<file path="src/rtl/tof_i2c_sequencer.sv">
// tof_i2c_sequencer: issues one register-level command at a time to the ToF I2C master and returns the result.
// Latency: start one cycle after accept, response one cycle after completion; blocks new commands until the response is taken.
module tof_i2c_sequencer #(
  parameter logic [6:0] SLAVE_ADDR     = 7'h29,
  parameter int         TIMEOUT_CYCLES = 200000
) (
  input  logic        clock,
  input  logic        reset,
  input  logic        cmd_valid,
  output logic        cmd_ready,
  input  logic        cmd_is_read,
  input  logic        cmd_two_bytes,
  input  logic [15:0] cmd_reg_addr,
  input  logic [7:0]  cmd_wdata,
  output logic        rsp_valid,
  input  logic        rsp_ready,
  output logic [15:0] rsp_rdata,
  output logic        rsp_error,
  output logic        rsp_timeout,
  output logic        i2c_start,
  output logic [6:0]  i2c_slave_adress,
  output logic [15:0] i2c_register_address,
  output logic        i2c_is_read,
  output logic [16:0] i2c_nb_of_bytes,
  output logic [7:0]  i2c_data_in,
  input  logic        i2c_ready,
  input  logic [15:0] i2c_data_out,
  input  logic        i2c_error
);

  localparam int            CW      = $clog2(TIMEOUT_CYCLES);
  localparam logic [CW-1:0] WD_LAST = CW'(TIMEOUT_CYCLES - 1);

  typedef enum logic [1:0] {
    ST_IDLE,
    ST_LAUNCH,
    ST_WAIT,
    ST_RESPOND
  } state_t;

  state_t        state;
  state_t        next_state;
  logic [CW-1:0] wd_cnt;
  logic          ready_prev;
  logic          ready_edges;
  logic          sticky_error;
  logic          ready_rise;
  logic          done;
  logic          expire;
  logic          accept;

  assign i2c_slave_adress = SLAVE_ADDR;

  always_ff @(posedge clock or negedge reset) begin
    if (!reset) begin
      state <= ST_IDLE;
    end else begin
      state <= next_state;
    end
  end

  // Writes see an ack pulse for the data byte before the end-of-transfer pulse.
  always_comb begin
    next_state = state;
    accept     = 1'b0;
    ready_rise = i2c_ready & ~ready_prev;
    done       = 1'b0;
    expire     = 1'b0;
    case (state)
      ST_IDLE: begin
        accept = cmd_valid & cmd_ready;
        if (accept) next_state = ST_LAUNCH;
      end
      ST_LAUNCH: next_state = ST_WAIT;
      ST_WAIT: begin
        done   = ready_rise & (i2c_is_read | ready_edges);
        expire = (wd_cnt == WD_LAST);
        if (done || expire) next_state = ST_RESPOND;
      end
      ST_RESPOND: begin
        if (rsp_ready) next_state = ST_IDLE;
      end
      default: next_state = ST_IDLE;
    endcase
  end

  always_ff @(posedge clock or negedge reset) begin
    if (!reset) begin
      ready_prev <= 1'b0;
      cmd_ready  <= 1'b0;
      i2c_start  <= 1'b0;
    end else begin
      ready_prev <= i2c_ready;
      cmd_ready  <= (next_state == ST_IDLE);
      i2c_start  <= (next_state == ST_LAUNCH);
    end
  end

  always_ff @(posedge clock or negedge reset) begin
    if (!reset) begin
      i2c_register_address <= '0;
      i2c_is_read          <= 1'b0;
      i2c_nb_of_bytes      <= '0;
      i2c_data_in          <= '0;
    end else if (accept) begin
      i2c_register_address <= cmd_reg_addr;
      i2c_is_read          <= cmd_is_read;
      i2c_data_in          <= cmd_wdata;
      if (!cmd_is_read) begin
        i2c_nb_of_bytes <= 17'd0;
      end else if (cmd_two_bytes) begin
        i2c_nb_of_bytes <= 17'd2;
      end else begin
        i2c_nb_of_bytes <= 17'd1;
      end
    end
  end

  always_ff @(posedge clock or negedge reset) begin
    if (!reset) begin
      wd_cnt       <= '0;
      ready_edges  <= 1'b0;
      sticky_error <= 1'b0;
    end else if (state == ST_LAUNCH) begin
      wd_cnt       <= '0;
      ready_edges  <= 1'b0;
      sticky_error <= 1'b0;
    end else if (state == ST_WAIT) begin
      if (wd_cnt != '1) wd_cnt <= wd_cnt + 1'b1;
      if (ready_rise) ready_edges <= 1'b1;
      if (i2c_error) sticky_error <= 1'b1;
    end
  end

  // Completion takes priority over a watchdog expiry in the same cycle.
  always_ff @(posedge clock or negedge reset) begin
    if (!reset) begin
      rsp_valid   <= 1'b0;
      rsp_rdata   <= '0;
      rsp_error   <= 1'b0;
      rsp_timeout <= 1'b0;
    end else if (done) begin
      rsp_valid   <= 1'b1;
      rsp_error   <= sticky_error | i2c_error;
      rsp_timeout <= 1'b0;
      if (!i2c_is_read) begin
        rsp_rdata <= 16'h0000;
      end else if (i2c_nb_of_bytes == 17'd2) begin
        rsp_rdata <= i2c_data_out;
      end else begin
        rsp_rdata <= {8'h00, i2c_data_out[7:0]};
      end
    end else if (expire) begin
      rsp_valid   <= 1'b1;
      rsp_rdata   <= 16'h0000;
      rsp_error   <= 1'b1;
      rsp_timeout <= 1'b1;
    end else if (state == ST_RESPOND && rsp_ready) begin
      rsp_valid <= 1'b0;
    end
  end

endmodule

</file>
<file path="config.mk">
export PLATFORM = sky130hd
export DESIGN_NAME = tof_i2c_sequencer
export DESIGN_NICKNAME = d
export VERILOG_FILES = /design/src/rtl/tof_i2c_sequencer.sv
export SDC_FILE = /design/constraint.sdc
export NUM_CORES = 1
export LEC_CHECK = 0
export ABC_AREA = 1
export BUFFER_PORTS_ARGS = -buffer_cell sky130_fd_sc_hd__buf_2
export CORE_MARGIN = 2
export CORE_UTILIZATION = 51
export DETAILED_ROUTE_END_ITERATION = 10
export PLACE_DENSITY = 0.78
export SLEW_MARGIN = 20
export SYNTH_ARGS = -nofsm -noshare
export SYNTH_HDL_FRONTEND = slang
export SYNTH_SLANG_ARGS = --single-unit
</file>
<file path="constraint.sdc">
create_clock -name clock -period 2.1 [get_ports clock]
set_input_delay 0.105 -clock clock [delete_from_list [all_inputs] [get_ports clock]]
set_output_delay 0.105 -clock clock [all_outputs]
set_load 0.01 [all_outputs]
</file>
After elaboration in Yosys (flattened, before gate mapping)
Index checks and enable logic that the tools add are counted.

Shift operators: 0. Order comparisons: 0. Reductions and logical operators: 13. Divide/modulo/power cells: 0. Bitwise gates (word level): 6. Mux-type cells: 28. $add $sub $neg: 1. Equality and inequality tests: 7. $mul: 0.

Operators with widths (number): two-way mux 16 bit (4); two-way mux 18 bit (3); adder 18 x 1 -> 18 bit, second input constant (1); == test 18 bit, second input constant (1); != test 18 bit, second input constant (1); == test 17 x 2 -> 1 bit, second input constant (1); two-way mux 1 bit (15); two-way mux 2 bit (5); nonzero test 2 bit (5); one-hot mux 2 bit (4 select lines) (1); AND reduction 2 bit (3); == test 2 x 1 -> 1 bit, second input constant (2); == test 2 bit, second input constant (2); zero test 2 bit (2); AND 1 bit (3); nonzero test 3 bit (1); OR 1 bit (2); logical AND 1 bit (1); logical OR 1 bit (1); inverter 1 bit (1).

Memories kept: 0. Flip-flop bits (word level): 86. Memory bits (read-only): 0. Bits of input ports: 48. Bits in writable memories: 0. Bits in latches: 0.

Logic depth before layout (Yosys ltp)
Gate-level depths: netlist of run 1.

Depth after elaboration: 7. Gate-level depth with buffers: 10. Gate-level depth less buffers: 10.

Worst setup path after synthesis of run 1
OpenSTA, ideal clock, no wires.

Path kind: reg-to-reg. Start: register wd_cnt[0]. End: register wd_cnt[9]. Data arrival time: 1402 ps. Cell stages (with the launch flop): 10. Clock period less this slack: 1528 ps. Library setup time: 126 ps. Setup slack: 572 ps. Cells stage by stage: dfrtp_1 ha_1 nand3_2 inv_2 nand2_2 inv_2 nand4_2 nand2_4 buf_6 o21ai_0.

Word-level cells in the longest chain between the ends: 4. Elaborated cells between the ends (all ways): 7. Those cells by class: 1 x add/sub; 1 x eq/ne; 3 x mux; 2 x reduce/logical.

Ends and longest elaborated chain: from (decl) (line 43) `logic [CW-1:0] wd_cnt;`; from (signal assigned) (line 129) `if (wd_cnt != '1) wd_cnt <= wd_cnt + 1'b1;`; adder 18 x 1 -> 18 bit (line 129); two-way mux 18 bit (line 129); two-way mux 18 bit (line 128) `end else if (state == ST_WAIT) begin`; two-way mux 18 bit (line 124) `end else if (state == ST_LAUNCH) begin`.

Several ways; a longest one is shown, not always the timed one. The select of a mux whose other input is x is not followed. A chain may end at the register's enable or synchronous reset.

Final worst setup path of run 1
Start: register state[0]. End: register rsp_rdata[12].

Word-level cells in the longest chain between the ends: 3. Elaborated cells between the ends (all ways): 5. Those cells by class: 1 x eq/ne; 3 x mux; 1 x reduce/logical.

Ends and longest elaborated chain: from (decl) (line 41) `state_t state;`; from (signal assigned) (line 58) `state <= next_state;`; == test 2 bit * (line 69) `case (state)`; two-way mux 1 bit (line 69); two-way mux 16 bit or nonzero test 2 bit (tied branches); to (signal assigned) (line 149) `rsp_rdata <= i2c_data_out;`; to (signal assigned) (line 151) `rsp_rdata <= {8'h00, i2c_data_out[7:0]};`; to (decl) (line 17) `output logic [15:0] rsp_rdata,`.

Every way passes the cells marked *; elsewhere a longest branch is shown, timed or not.

==> flow_summary_export.csv, run 1 <==
group,metric,value,unit
die,std_cell_rows,30,
drt,firstDrtPassIters,4,
synth,synth_area_leaders,"dfrtp_1 50%, nand2_1 18%, nand3_1 5.0%",
placed_design,post-place-ws,0.311,ns
die,core,6790,sq um
placed_design,hpwl,5630,um
clock_tree,insertion_delay,0.36,ns
worst_setup_path,cp.arrival,2.11,ns
worst_setup_path,slowest_stage,"dfrtp_1",
synth,syn_inst,435,
clock_tree,numCtsBuffers,9,
clock_tree,cts_repair_resize_count,0,
die,dieArea,7680,sq um
timing,hold_violations,0,
grt,grt_pass1_wl,14500,um
grt,grt_max_degree,72,
layout,antenna_cells,0,
worst_setup_path,reg2reg_from,"state[0]",
min_path,hold_class,"primary input to flip-flop",
min_path,hold_start,"i2c_data_out[7]",
worst_setup_path,worst-path-max-fanout,8,
outcome,status,"finished clean",
layout,multiInputGateArea,1530,sq um
worst_setup_path,regToRegSetupSlack,0.28,ns
worst_setup_path,path_class,"flip-flop to flip-flop",
worst_setup_path,startpoint_type,"flip-flop",
synth,ys_seq_elements,71,
synth,ys_seq_area_frac,0.498,
timing,finalMaxSlewViolations,0,
synth,synth_cell_type_count,33,
timing,period_share,0.868,
worst_setup_path,cpPeakStageDelay,0.43,ns
timing,skew,0.00958,ns
layout,layout.nets,630,
min_path,holdPathStages,3,
layout,utilization,0.694,
grt,grt_overflow_total,0,
drt,drc,0,
timing,max_freq,549,MHz
worst_setup_path,crit_chain,"inv_1 -> ha_1 -> inv_1 -> nor2_1 -> nand2_1 -> nor3_2 -> nand3_1 -> nand2_1",
clock_tree,cts-root-buf,"clkbuf_8",
grt,use_met2,0.377,
worst_setup_path,r2r_cells,8,
timing,finalSetupViolCount,0,
clock_tree,cts_sinks,71,
timing,setup_tns,0,ns
placed_design,portBuffers,95,
die,die_y,87.7,um
drt,drtIter0Drc,254,
die,ios,118,
clock_tree,clk_pin_slew_worst_paths,0.08,ns
power_and_ir_drop,peakVddDrop,852,uV
clock_tree,ctsHtreeMaxLevel,3,
timing,period_minus_slack,1.82,ns
timing,fin_hold_ws,0.00423,ns
drt,finalWirelength,9000,um
drt,routedWlPerCell,13.3,um
worst_setup_path,cp_top_family,"simple AND/OR/NAND/NOR gates",
layout,area_growth,32.2,%
synth,synth_edf_count,0,
synth,syn_area_per_cell,8.21,sq um
die,fp.dieW,87.7,um
drt,via_count,3263,
worst_setup_path,cp.depth,8,
worst_setup_path,cp-end-kind,"flip-flop",
layout,drive_above_1_share,0.248,
drt,detail_route.vias_per_cell,4.82,
synth,netlist.area_leader.share,0.498,
worst_setup_path,rr_endpoint,"rsp_rdata[12]",
layout,regArea,1780,sq um
grt,grt-busiest-layer,"met2",
clock_tree,cts-root-to-sink-buffers,2,
placed_design,gp_congestion,0.868,
worst_setup_path,cp_num_buf_inv,2,
grt,grtUsageTotal,0.242,
synth,synthesis.yosys.warnings,0,
grt,grt_pass1_vias,3198,
power_and_ir_drop,power_density,1160,nW/um^2
die,initial_core_util,0.525,
power_and_ir_drop,leakage,0.00252,uW
layout,fill_cells,511,
min_path,whs_endpoint,"rsp_rdata[7]",
synth,ys_dominant_reg_cell,"dfrtp_1",
synth,synth_top_area_cell,"dfrtp_1",
worst_setup_path,required,2.39,ns
clock_tree,cts_tree,"built",
grt,use_met3,0.0735,
synth,synth_area,3570,sq um
timing,rsz0062_at_grt,"false",
timing,finalWorstSetupSlack,0.277,ns
synth,synth-async-reset-ratio,1.00,
run,cap_violations,0,
power_and_ir_drop,p_total,5480,uW
grt,use_met1,0.315,
grt,antenna_found_initial,0,
drt,ant_nets,0,
placed cells by master (no fill, tap or decap), types with 3 or more instances in the layout:
cell type / instances
nor3_2: 3
dlygate4sd3_1: 43
o21bai_1: 3
ha_1: 6
buf_4: 4
o21ai_0: 11
nand3_1: 36
nor2_1: 27
nand2_1: 174
nor3_1: 3
clkbuf_8: 9
dfrtp_1: 71
conb_1: 22
xor2_1: 5
inv_1: 20
nand4_1: 7
buf_2: 95
inv_2: 3
o21ai_2: 12
routing by layer:
metal  vias up  share of wire
li1       1609              -
met1      1497           0.44
met2       136           0.48
met3        21          0.065
met4         0          0.023
met5         -              0
cells by family after synthesis:
group | after synthesis | synth area share
compound gates | 30 | 0.0585
xor+xnor | 6 | 0.0147
fa+ha+maj | 6 | 0.0210
buf+inv | 59 | 0.0939
flops | 71 | 0.498
other cells | 2 | 0.00210
simple gates | 261 | 0.312
through the flow:
step                cell area [sq um]  instances
floorplan                        3640        455
global placement                 4070        618
detailed placement               4070        618
CTS                              4720        677
global route                     4720        677
finish                           4720        677
cells in the mapped netlist (2+ instances only):
cell type and n:
inv_1 20, or2_2 2, nor3_1 3, o21bai_1 3, clkbuf_1 7, dfrtp_1 71
clkinv_1 2, nor3_2 3, nand3_1 36, inv_2 3, o21ai_0 11, nand4_1 7
nand2_1 174, nor2_1 27, nand2_2 2, o21ai_2 12, conb_1 2, ha_1 6
xor2_1 5, buf_4 22, buf_6 4, a21oi_1 2
area by class of cell:
type                            instances  share of cell area
Clock buffer                            9              0.0263
Tap cell                               96              0.0255
Inverter                               25              0.0199
Multi-Input combinational cell        325               0.325
Timing Repair Buffer                  144               0.207
Clock inverter                          7              0.0202
Sequential cell                        71               0.377
registers in the layout, summed over array words and instances (netlist names):
name / count
wd_cnt: 18
cmd_ready: 1
i2c_data_in: 8
rsp_timeout: 1
i2c_start: 1
state: 2
ready_edges: 1
sticky_error: 1
rsp_error: 1
rsp_rdata: 16
i2c_nb_of_bytes: 2
i2c_register_address: 16
ready_prev: 1
rsp_valid: 1
i2c_is_read: 1
worst min-delay path, stage by stage:
cell     delay, ns
buf_2         0.08
nand3_1       0.06
nand2_1       0.07
timing repair:
action,CTS,global route
setup buffers,0,0
endpoints found under the hold margin,114,0
hold buffers,43,0
worst max path at each step:
stage / start / to / slack [ns]
after detailed placement: wd_cnt[0] / wd_cnt[16] / 0.31
final: state[0] / rsp_rdata[12] / 0.28
after global placement: wd_cnt[0] / wd_cnt[9] / 0.39
after CTS: wd_cnt[0] / wd_cnt[16] / 0.28
after floorplan: wd_cnt[0] / wd_cnt[9] / 0.57
after global routing: state[0] / rsp_rdata[12] / 0.13
where the power goes:
group / internal [uW] / switching [uW] / total [uW]
Clock: 670 / 557 / 1230
Combinational: 808 / 1320 / 2130
Sequential: 1820 / 305 / 2130
Total: 3300 / 2180 / 5480
(Power assumes the default switching activity.)
==> run 2: changes to the inputs <==
- CAP_MARGIN: not set -> 30
- clock period: 2.1 -> 1.75 ns (I/O delays scaled with it)
==> run 2 against run 1 <==
Effect of this change: total power increased by 21%; core utilization rose by 0.87 points; critical path type unchanged; sequential cell count stayed put; sequential share of layout area is 0.46 points lower; design area increased by 1.2%; global-route usage increased by 1.0 points; maximum frequency is 13% higher; count of clock-buffer cells in the layout increased by 2; setup slack got worse by 0.14 ns; first-iteration DRC count down 15%.
==> flow_summary_export.csv, run 2 (synthesis gave the netlist of run 1 again) <==
group,metric,value,unit
layout,drive_above_1_share,0.257,
clock_tree,cts-root-buf,"clkbuf_8",
layout,area_growth,33.8,%
timing,skew,0.00776,ns
drt,drtIter0Drc,216,
timing,max_freq,621,MHz
timing,period_minus_slack,1.61,ns
grt,grt_pass1_vias,3224,
placed_design,hpwl,5640,um
run,cap_violations,0,
drt,routedWlPerCell,13.5,um
grt,grt_max_degree,72,
layout,final_common_cell,"nand2_1",
power_and_ir_drop,peakVddDrop,816,uV
drt,ant_nets,0,
min_path,hold_class,"primary input to flip-flop",
min_path,holdPathStages,3,
layout,largest-register,"wd_cnt",
layout,final_cell_mix,"173 x nand2_1, 95 x buf_2, 71 x dfrtp_1",
clock_tree,cts_tree,"built",
timing,finalSetupViolCount,0,
worst_setup_path,r2r_cells,7,
clock_tree,insertion_delay,0.33,ns
timing,finalMaxSlewViolations,0,
die,die_y,87.7,um
grt,grt_overflow_total,0,
grt,antenna_found_initial,0,
drt,drc,0,
drt,firstDrtPassIters,5,
drt,detail_route.vias_per_cell,4.83,
timing,period_share,0.920,
layout,largest_reg_flops,18,
worst_setup_path,required,1.96,ns
outcome,status,"finished clean",
power_and_ir_drop,power_density,1390,nW/um^2
layout,layout.nets,636,
die,std_cell_rows,30,
clock_tree,cts_sinks,71,
die,initial_core_util,0.525,
power_and_ir_drop,leakage,0.00255,uW
worst_setup_path,path_class,"flip-flop to flip-flop",
grt,grt_pass1_wl,15100,um
clock_tree,ctsHtreeMaxLevel,3,
layout,reg_top3,"wd_cnt (18), i2c_register_address (16), rsp_rdata (16)",
placed_design,gp_congestion,0.902,
clock_tree,cts-root-to-sink-buffers,2,
timing,rsz0062_at_grt,"false",
clock_tree,numCtsBuffers,9,
clock_tree,clk_pin_slew_worst_paths,0.07,ns
drt,via_count,3301,
layout,finalNonFillerCells,683,
placed_design,portBuffers,95,
worst_setup_path,worst-path-max-fanout,16,
placed_design,dp_cells,622,
worst_setup_path,startpoint_type,"flip-flop",
timing,hold_violations,0,
timing,setup_tns,0,ns
die,core,6790,sq um
die,ios,118,
die,fp.dieW,87.7,um
worst_setup_path,cp.arrival,1.82,ns
die,dieArea,7680,sq um
layout,fill_cells,496,
layout,antenna_cells,0,
grt,grtUsageTotal,0.252,
drt,finalWirelength,9190,um
worst_setup_path,cp-end-kind,"flip-flop",
-- run 2: cell count changes in the layout (fill, tap and decap cells not counted), sizes merged --
cell	previous run	this run
dlygate4sd3	43	44
clkinv	5	4
clkbuf	9	11
bufinv	2	1
buf	101	106
-- run 2: metrics by stage --
step	power, uW	util	cell area (sq um)	worst slack [ns]	hold WS (ns)
3_5_place_dp	5150	0.607	4120	0.137	0.143
3_3_place_gp	5070	0.607	4120	0.190	0.140
4_1_cts	6550	0.701	4760	0.112	0.0209
6_report	6630	0.703	4780	0.140	0.0445
2_1_floorplan	4160	-	3640	0.222	-0.208
5_1_grt	7100	0.703	4780	0.00339	0.0481
-- run 2: critical path, stage by stage, from the launching register on --
cell and delay, ns:
dfrtp_1 0.41, inv_1 0.10, ha_1 0.29, nor2_1 0.18, nand4_2 0.14, nand2_4 0.12, buf_12 0.15, o21ai_0 0.09
-- run 2: layout make-up --
cell class / count / area (sq um) / area share
sequential: 71 / 1780 / 0.372
multi-input combinational: 325 / 1540 / 0.322
timing repair buffer: 150 / 1050 / 0.219
clock buffer: 11 / 141 / 0.0296
tap: 96 / 120 / 0.0251
inverter: 25 / 96.3 / 0.0202
clock inverter: 5 / 56.3 / 0.0118
-- run 2: final timing paths --
kind                              start                       to  slack [ns]
min in group asynchronous         reset  i2c_register_address[4]        0.30
setup reg to reg               state[1]               wd_cnt[11]        0.14
setup / recovery               state[1]               wd_cnt[11]        0.14
max in group asynchronous         reset               wd_cnt[12]        1.15
hold reg to reg            rsp_rdata[3]             rsp_rdata[3]        0.48
hold / removal                i2c_error                rsp_error        0.04
-- run 2: report_power, final --
group | internal (uW) | switching, uW
combinational | 1120 | 1660
sequential | 2190 | 356
clock | 699 | 610
-- run 2: repair_timing --
item                                    CTS  global route
resized for setup                         0             5
buffers inserted                          0             1
hold buffers                             44             0
endpoints found under the setup margin    0            25
endpoints found under the hold margin   114             0
-- run 2: metal layers --
| metal | up-vias | global-route usage | wire length [um] |
|---|---|---|---|
| li1 | 1627 | - | - |
| met1 | 1542 | 0.328 | 4030 |
| met2 | 118 | 0.415 | 4490 |
| met3 | 14 | 0.0707 | 526 |
| met4 | 0 | 0.0727 | 146 |
| met5 | - | 0 | 0 |
